`config.mk`:
```
export PLATFORM = sky130hd
export DESIGN_NAME = cntr_preset_seq_flat
export DESIGN_NICKNAME = d
export VERILOG_FILES = /design/src/rtl/cntr_pkg.sv /design/src/rtl/cntr_preset_seq_if.sv /design/src/rtl/preset_fifo.sv /design/src/rtl/cntr_preset_seq.sv /design/src/flat_wrapper.sv
export SDC_FILE = /design/constraint.sdc
export NUM_CORES = 1
export LEC_CHECK = 0
export ABC_AREA = 0
export BUFFER_PORTS_ARGS = -buffer_cell sky130_fd_sc_hd__buf_2
export CAP_MARGIN = 20
export CORE_AREA = 8 8 73 75
export CTS_CLUSTER_DIAMETER = 40
export DETAILED_ROUTE_END_ITERATION = 6
export DIE_AREA = 0 0 81 83
export GPL_TIMING_DRIVEN = 0
export HOLD_SLACK_MARGIN = 0.05
export PLACE_DENSITY = 0.7
export SKIP_CTS_REPAIR_TIMING = 1
export SLEW_MARGIN = 20
export SYNTH_ARGS = -nofsm -noshare
export SYNTH_HDL_FRONTEND = slang
export SYNTH_SLANG_ARGS = --single-unit
export TNS_END_PERCENT = 30
```
`constraint.sdc`:
```
create_clock -name clk -period 3 [get_ports clk]
set_input_delay 0 -clock clk [delete_from_list [all_inputs] [get_ports clk]]
set_output_delay 0 -clock clk [all_outputs]
set_load 0.005 [all_outputs]
```
`src/rtl/cntr_pkg.sv`:
```
// Shared definitions for the preset sequencer:
// widths, FSM encodings and FIFO pair packing.
package cntr_pkg;

  localparam int CNTR_WIDTH = 4;
  localparam int FIFO_DEPTH = 4;
  localparam int FIFO_AW    = 2;

  typedef enum logic [1:0] {
    IDLE = 2'b00,
    LOAD = 2'b01,
    RUN  = 2'b10
  } state_e;

  // pair word: preset in upper half, term in lower half
  localparam int PRE_LSB  = CNTR_WIDTH;
  localparam int TERM_LSB = 0;

endpackage

```
`src/rtl/cntr_preset_seq_if.sv`:
```
// Host push channel of the preset sequencer:
// a valid/ready offer of one {preset, term} pair.
interface cntr_preset_seq_if #(
  parameter int WIDTH = cntr_pkg::CNTR_WIDTH
);

  logic             in_valid;
  logic             in_ready;
  logic [WIDTH-1:0] in_preset;
  logic [WIDTH-1:0] in_term;

  modport master (
    output in_valid,
    output in_preset,
    output in_term,
    input  in_ready
  );

  modport slave (
    input  in_valid,
    input  in_preset,
    input  in_term,
    output in_ready
  );

endinterface

```
`src/rtl/preset_fifo.sv`:
```
// Small synchronous FIFO holding pending segments;
// the head entry is visible combinationally.
module preset_fifo
  import cntr_pkg::*;
#(
  parameter int DW    = 2 * CNTR_WIDTH,
  parameter int DEPTH = FIFO_DEPTH,
  parameter int AW    = FIFO_AW
) (
  input  logic          clk,
  input  logic          rst,
  input  logic          push,
  input  logic          pop,
  input  logic [DW-1:0] wdata,
  output logic [DW-1:0] rdata,
  output logic          full,
  output logic          empty,
  output logic [AW:0]   level
);

  logic [DW-1:0] mem_q [DEPTH];
  logic [AW-1:0] wp_q;
  logic [AW-1:0] rp_q;
  logic [AW:0]   cnt_q;
  logic          do_push;
  logic          do_pop;

  assign full    = (cnt_q == (AW+1)'(DEPTH));
  assign empty   = (cnt_q == '0);
  assign do_push = push && !full;
  assign do_pop  = pop && !empty;
  assign rdata   = mem_q[rp_q];
  assign level   = cnt_q;

  // storage array; contents are don't-care until written
  always_ff @(posedge clk) begin
    if (do_push) begin
      mem_q[wp_q] <= wdata;
    end
  end

  // pointers wrap naturally; count tracks occupancy
  always_ff @(posedge clk) begin
    if (rst) begin
      wp_q  <= '0;
      rp_q  <= '0;
      cnt_q <= '0;
    end else begin
      if (do_push) begin
        wp_q <= wp_q + 1'b1;
      end
      if (do_pop) begin
        rp_q <= rp_q + 1'b1;
      end
      unique case ({do_push, do_pop})
        2'b10:   cnt_q <= cnt_q + 1'b1;
        2'b01:   cnt_q <= cnt_q - 1'b1;
        default: cnt_q <= cnt_q;
      endcase
    end
  end

endmodule

```
`src/rtl/cntr_preset_seq.sv`:
```
// Sequencer driving a loadable counter through
// queued {preset, terminal} segments.
module cntr_preset_seq
  import cntr_pkg::*;
#(
  parameter int WIDTH = CNTR_WIDTH,
  parameter int DEPTH = FIFO_DEPTH,
  parameter int AW    = FIFO_AW
) (
  input  logic             clk,
  input  logic             rst,
  cntr_preset_seq_if.slave in_if,
  input  logic [WIDTH-1:0] q,
  output logic             ld,
  output logic [WIDTH-1:0] d,
  output logic             busy,
  output logic             done,
  output logic [AW:0]      level
);

  state_e           state_q;
  logic [WIDTH-1:0] term_q;
  logic [WIDTH-1:0] d_q;
  logic             ld_q;
  logic             done_q;

  logic [2*WIDTH-1:0] head;
  logic [WIDTH-1:0]   head_pre;
  logic [WIDTH-1:0]   head_term;
  logic               full;
  logic               empty;
  logic               push;
  logic               pop;
  logic               hit;

  assign in_if.in_ready = !full;
  assign push = in_if.in_valid && !full;
  assign hit  = (q == term_q);
  assign pop  = !empty &&
                ((state_q == IDLE) ||
                 ((state_q == RUN) && hit));

  assign head_pre  = head[PRE_LSB +: WIDTH];
  assign head_term = head[TERM_LSB +: WIDTH];

  assign ld   = ld_q;
  assign d    = d_q;
  assign done = done_q;
  assign busy = (state_q != IDLE);

  preset_fifo #(
    .DW    (2 * WIDTH),
    .DEPTH (DEPTH),
    .AW    (AW)
  ) u_fifo (
    .clk   (clk),
    .rst   (rst),
    .push  (push),
    .pop   (pop),
    .wdata ({in_if.in_preset, in_if.in_term}),
    .rdata (head),
    .full  (full),
    .empty (empty),
    .level (level)
  );

  // segment FSM with registered counter controls
  always_ff @(posedge clk) begin
    if (rst) begin
      state_q <= IDLE;
      term_q  <= '0;
      d_q     <= '0;
      ld_q    <= 1'b1;
      done_q  <= 1'b0;
    end else begin
      done_q <= 1'b0;
      unique case (state_q)
        IDLE: begin
          if (pop) begin
            d_q     <= head_pre;
            term_q  <= head_term;
            state_q <= LOAD;
          end
        end
        LOAD: begin
          ld_q    <= 1'b0;
          state_q <= RUN;
        end
        RUN: begin
          if (hit) begin
            done_q <= 1'b1;
            ld_q   <= 1'b1;
            if (pop) begin
              d_q     <= head_pre;
              term_q  <= head_term;
              state_q <= LOAD;
            end else begin
              d_q     <= term_q;
              state_q <= IDLE;
            end
          end
        end
        default: begin
          ld_q    <= 1'b1;
          state_q <= IDLE;
        end
      endcase
    end
  end

endmodule
```
`src/flat_wrapper.sv`:
```
// flat-port wrapper written by rule: the top's interface ports become plain ports
module cntr_preset_seq_flat import cntr_pkg::*;
#(
  parameter int WIDTH = CNTR_WIDTH,
  parameter int DEPTH = FIFO_DEPTH,
  parameter int AW    = FIFO_AW
)
  (clk, rst, q, ld, d, busy, done, level, in_if_in_valid, in_if_in_preset, in_if_in_term, in_if_in_ready);
  cntr_preset_seq_if #(.WIDTH(WIDTH)) in_if_i ();
  input  logic clk;
  input  logic rst;
  input  logic [WIDTH-1:0] q;
  output logic ld;
  output logic [WIDTH-1:0] d;
  output logic busy;
  output logic done;
  output logic [AW:0] level;
  input wire logic [$bits(in_if_i.in_valid)-1:0] in_if_in_valid;
  input wire logic [$bits(in_if_i.in_preset)-1:0] in_if_in_preset;
  input wire logic [$bits(in_if_i.in_term)-1:0] in_if_in_term;
  output wire logic [$bits(in_if_i.in_ready)-1:0] in_if_in_ready;
  assign in_if_i.in_valid = in_if_in_valid;
  assign in_if_i.in_preset = in_if_in_preset;
  assign in_if_i.in_term = in_if_in_term;
  assign in_if_in_ready = in_if_i.in_ready;
  cntr_preset_seq #(.WIDTH(WIDTH), .DEPTH(DEPTH), .AW(AW)) u_core (.clk(clk), .rst(rst), .in_if(in_if_i), .q(q), .ld(ld), .d(d), .busy(busy), .done(done), .level(level));
endmodule
```
# ---- Word level (Yosys, flattened, before mapping)
# Memories as Yosys holds them, arrays and structs flattened. A register that Yosys moved wholly into a read port is not among the register bits.
# Index checks and enable logic that the tools add are counted.
dict set report classes {
  n_addsub 4
  mul 0
  div 0
  magnitude_cmp 0
  n_eq_ne 8
  shift 0
  mux 19
  bitwise_logic 2
  n_reduce_logical 18
}
# cell count
set op_table {}
lappend op_table {{$mux W4} 5}
lappend op_table {{$pmux W4 S2} 2}
lappend op_table {{$mux W2} 4}
lappend op_table {{$pmux W2 S3} 1}
lappend op_table {{$pmux W3 S2} 1}
lappend op_table {{$reduce_and A2 Y1} 3}
lappend op_table {{$reduce_bool A2 Y1} 3}
lappend op_table {{$logic_and A1 B1 Y1} 5}
lappend op_table {{$mux W1} 5}
lappend op_table {{$add A2 B1 Y2 const B} 2}
lappend op_table {{$eq A2 B1 Y1 const B} 2}
lappend op_table {{$eq A2 B2 Y1 const B} 2}
lappend op_table {{$eq A4 B4 Y1} 1}
lappend op_table {{$add A3 B1 Y3 const B} 1}
lappend op_table {{$eq A3 B3 Y1 const B} 1}
lappend op_table {{$logic_not A3 Y1} 1}
lappend op_table {{$pmux W1 S3} 1}
lappend op_table {{$reduce_and A3 Y1} 1}
lappend op_table {{$sub A3 B1 Y3 const B} 1}
lappend op_table {{$logic_not A1 Y1} 2}
lappend op_table {{$logic_not A2 Y1} 1}
lappend op_table {{$ne A2 B1 Y1 const B} 1}
lappend op_table {{$ne A2 B2 Y1 const B} 1}
lappend op_table {{$not A1 Y1} 2}
lappend op_table {{other kinds (2)} 2}
dict set report totals {
  reg_bits 19
  latchBits 0
  ramBits 32
  mem_bits_ro 0
  in_bits 15
  out_inout_bits 11
  word_cells 60
  n_memories 1
}
# memory words word_bits read_ports rd_ports_with_merged_regs wr line
set memory_table {}
lappend memory_table {u_core.u_fifo.mem_q 4 8 1 1 1 preset_fifo.sv:21} ;# logic [DW-1:0] mem_q [DEPTH];

# ---- Longest topological paths before layout
dict set report depth {
  word_depth 7
  mapped_depth 10
}

# ---- By module
# Synthesis repeated with hierarchy kept, for this count alone.
dict set report unflattened {
  cells_unflattened 157
  area_unflattened_um2 2219.6
}
# module n_inst cells_each area_each_um2
set by_module_without_submodules {}
lappend by_module_without_submodules {preset_fifo 1 96 1635.3}
lappend by_module_without_submodules {cntr_preset_seq 1 61 584.3}

# ---- Worst setup path before layout
# OpenSTA, ideal clock, no wires.
dict set report synth_timing {
  path_type {register to register}
  start {register u_core.term_q[2]}
  end {register u_core.u_fifo.cnt_q[2] (netlist: u_core.u_fifo.level[2])}
  setup_ps 71
  arrival_time_ps 2401
  required_time_ps 2929
  setup_slack_ps 529
  path_stages_with_launch 10
  path_buffers 0
  period_less_slack_ps 2471
  cell_sequence {dfxtp_1 -> xnor2_1 -> nand4_2 -> a211oi_4 -> ha_1 -> inv_1 -> fa_1 -> xor2_1 -> or3_1 -> a21oi_1}
}
dict set report synth_via {
  elab_chain_len 7
}
# item line
set synth_rtl {}
lappend synth_rtl {{from (decl)} cntr_preset_seq.sv:22} ;# logic [WIDTH-1:0] term_q;
lappend synth_rtl {{from (signal assigned)} cntr_preset_seq.sv:81} ;# term_q <= head_term;
lappend synth_rtl {{from (signal assigned)} cntr_preset_seq.sv:95} ;# term_q <= head_term;
lappend synth_rtl {{$eq A4 B4 Y1 *} cntr_preset_seq.sv:38} ;# assign hit = (q == term_q);
lappend synth_rtl {{$logic_and A1 B1 Y1 *} cntr_preset_seq.sv:41} ;# ((state_q == RUN) && hit));
lappend synth_rtl {{$logic_or A1 B1 Y1 *} cntr_preset_seq.sv:40} ;# ((state_q == IDLE) ||
lappend synth_rtl {{$logic_and A1 B1 Y1 *} cntr_preset_seq.sv:39} ;# assign pop = !empty &&
lappend synth_rtl {{$logic_and A1 B1 Y1 *} preset_fifo.sv:31} ;# assign do_pop = pop && !empty;
lappend synth_rtl {{$eq A2 B1 Y1 / $eq A2 B2 Y1 (equally long branches)} preset_fifo.sv:55} ;# unique case ({do_push, do_pop})
lappend synth_rtl {{$pmux W3 S2 / $reduce_bool A2 Y1 (equally long branches)} -}
lappend synth_rtl {{to (signal assigned)} preset_fifo.sv:56} ;# 2'b10: cnt_q <= cnt_q + 1'b1;
lappend synth_rtl {{to (signal assigned)} preset_fifo.sv:57} ;# 2'b01: cnt_q <= cnt_q - 1'b1;
lappend synth_rtl {{to (signal assigned)} preset_fifo.sv:58} ;# default: cnt_q <= cnt_q;
lappend synth_rtl {{to (decl)} preset_fifo.sv:24} ;# logic [AW:0] cnt_q;
# Every way passes the cells marked *; elsewhere a longest branch is shown, timed or not.
# A chain may end at the register's enable or synchronous reset.

# ---- Worst setup path after layout
dict set report layout_timing {
  start {register u_core.term_q[1]}
  end {register u_core.u_fifo.cnt_q[2] (netlist: u_core.u_fifo.level[2])}
}
# The elaborated chain is that of the path after synthesis.

==> run metrics <==
status=completed; VDD IR max=0.379 mV; vias in the first global route=1358; fill count=about 350; Layout Skew=0.00500 ns; final setup vio count=0; Starting Density=50.6%; #FFs+latches synth=53; clock power share=18.1%; post-DP HPWL=2930 um; Synth Net Count=166; Core ar.=4200 um2; WHS=0.0862 ns; Seq/Total Area, Yosys=64.9%; die area=6720 um2; dpl cells=~220; syn_area_per_cell=between 10 and 15 um2; Die Ht=between 80 and 90 um; maximum capacitance violations=0; I/O pin count=26; first-pass GRT wire length=~6500 um; Post-synth EDFFs=32; Synth Flop Type=edfxtp_1; period utilisation layout=93.3%; # H-tree levels=2; Area Growth Syn to Fin=16.9%; Worst-Skew Late Latency=0.30 ns; CTS tree=done; RSZ-0062 raised after global routing=false; combinational power share=about 36%; PwrDens=about 900 nW/um2; sequential power share=45.9%; setup_tns=0 ns; root buf cell=clkbuf_8; gr usage total=12.6%; critical path type=register to register; Register Area=1380 um2; Fin. Hold Viols=0; Final Max Slew Viols=0; Synth async-reset ratio=0%; mapped cell area=2130 um2; Pint=0.00147 W; Rows=24; post-DR wirelength/cell=16.4 um; drt via density=5.38; worst slew pin tran=0.708 ns; final wirelength=approximately 3900 um; DP Area=2310 um2; Final nets=around 200; design area=2490 um2; final cell count without fillers=237; initial antenna violation count=0; Design Power=0.00223 W; clock sinks=53; TritonCTS buffer count=5; most frequent cells in the layout=edfxtp_1 (32), buf_2 (25), dfxtp_1 (21), nor2_1 (15); Port Buffers=24; fraction of layout cells with a size suffix above 1=24.9%; multi-input logic area=701 um2; antenna fix cells=0; fin crit period=approximately 2.8 ns; leakage power=0.936 nW; Unique masters post-synth=33; Sw Share=34.1%; startpoint type of the worst setup path=register; Ys Warns=0; Antenna Nets Post-Route=0; max frequency=about 360 MHz; Crit. End Element=register; initial DRC count=78; Die Span X=roughly 81 um; # DRC=0; Crit path arrival time=about 3 ns; normalized max-slew margin=52.4%; routability congestion estimate=roughly 0.7; net load switching power=approximately 0.00076 W; clock transition at the registers of the reported paths=0.10 ns; drt pass-1 iters=4; HP Class=primary input to register; Crit Path Max Fanout=9; remaining global-route overflow=0; DR vias=1276; CTS Buffer Depth=2; CP required=3.24 ns; maximum number of pins on one net before global-route repair=19; Syn Inst Count=between 100 and 150; commonest non-fill, non-tap cell in the layout=edfxtp_1
-- sequential cells by signal, indices dropped and copies added (netlist names), named ones only --
register and flops:
u_core.done 1, u_core.ld 1, u_core.u_fifo.level 3, u_core.state_q 2
u_core.term_q 4, u_core.u_fifo.rp_q 2, u_core.u_fifo.mem_q 32, u_core.u_fifo.wp_q 2
u_core.d 4
-- area by class of cell --
class	instances	share of cell area, %
Timing Repair Buffer	32	8.04
Multi-Input combinational cell	80	28.2
Tap cell	52	2.61
Clock buffer	5	2.77
Sequential cell	53	55.5
Inverter	8	1.21
Clock inverter	3	1.06
Buffer	4	0.654
-- metal layers --
metal | up-vias | global-route usage (%) | part of all wire [%]
met2 | 32 | 22.8 | 53
met4 | 0 | 2.93 | 0.98
li1 | 607 | - | -
met3 | 6 | 4.09 | 5.3
met5 | - | 0 | 0
met1 | 631 | 13.6 | 41
-- Yosys cell counts, types with 3 or more instances --
cell,instances,area share (%)
nor3_1,3,0.71
xnor2_1,6,2.5
a211oi_1,3,1.1
mux2i_1,7,3.3
a21oi_1,4,0.94
mux4_2,8,8.5
dfxtp_1,21,20
nor2_1,15,2.6
inv_1,8,1.4
edfxtp_1,32,45
and3_1,4,1.2
ha_1,5,2.9
nand2_1,6,1.1
-- per-stage QoR --
stage                     setup WS (ns)  util (%)
after CTS                         0.169      57.3
after global placement            0.330      55.0
after floorplan                   0.529         -
final                             0.201      59.2
after detailed placement          0.197      55.0
after global routing             0.0141      59.2
-- power by group through the flow --
stage,logic [W],clock network [W],registers [W]
finish,0.000804,0.000403,0.00102
global route,0.000899,0.000437,0.00104
CTS,0.000806,0.000413,0.00103
detailed placement,0.000798,0,0.00104
global placement,0.000755,0,0.00103
floorplan,0.000588,0,0.00102
-- kinds of logic (layout without fill, tap and decap cells) --
group                      Yosys count  in the layout  synth area share [%]
AOI/OAI and AO/OA                   15             15                  5.53
and+or+nand+nor                     35             35                  7.94
xor gates and xnor gates             8              8                  3.29
muxes                               16             16                  12.3
DFF                                 53             53                  64.9
buffers and inverters               12             52                  2.17
adders and majority gates            6              6                  3.88
-- worst max-delay path: stages, from the launching register on --
cell and delay (ns):
dfxtp_1 0.35, xnor2_1 0.21, nand4_2 0.25, a211oi_4 0.60, ha_1 0.29, inv_1 0.07
fa_1 0.38, xor2_1 0.15, or3_1 0.30, a21oi_1 0.14
-- final timing paths --
path / from / cells after the start / slack [ns] / to
max: u_core.term_q[1] / 9 / 0.20 / u_core.u_fifo.level[2]
min: rst / 2 / 0.09 / register
max reg2reg: u_core.term_q[1] / 9 / 0.20 / u_core.u_fifo.level[2]
min reg2reg: u_core.d[0] / 2 / 0.49 / u_core.d[0]
No activity file was read; power rests on OpenSTA's default activity.
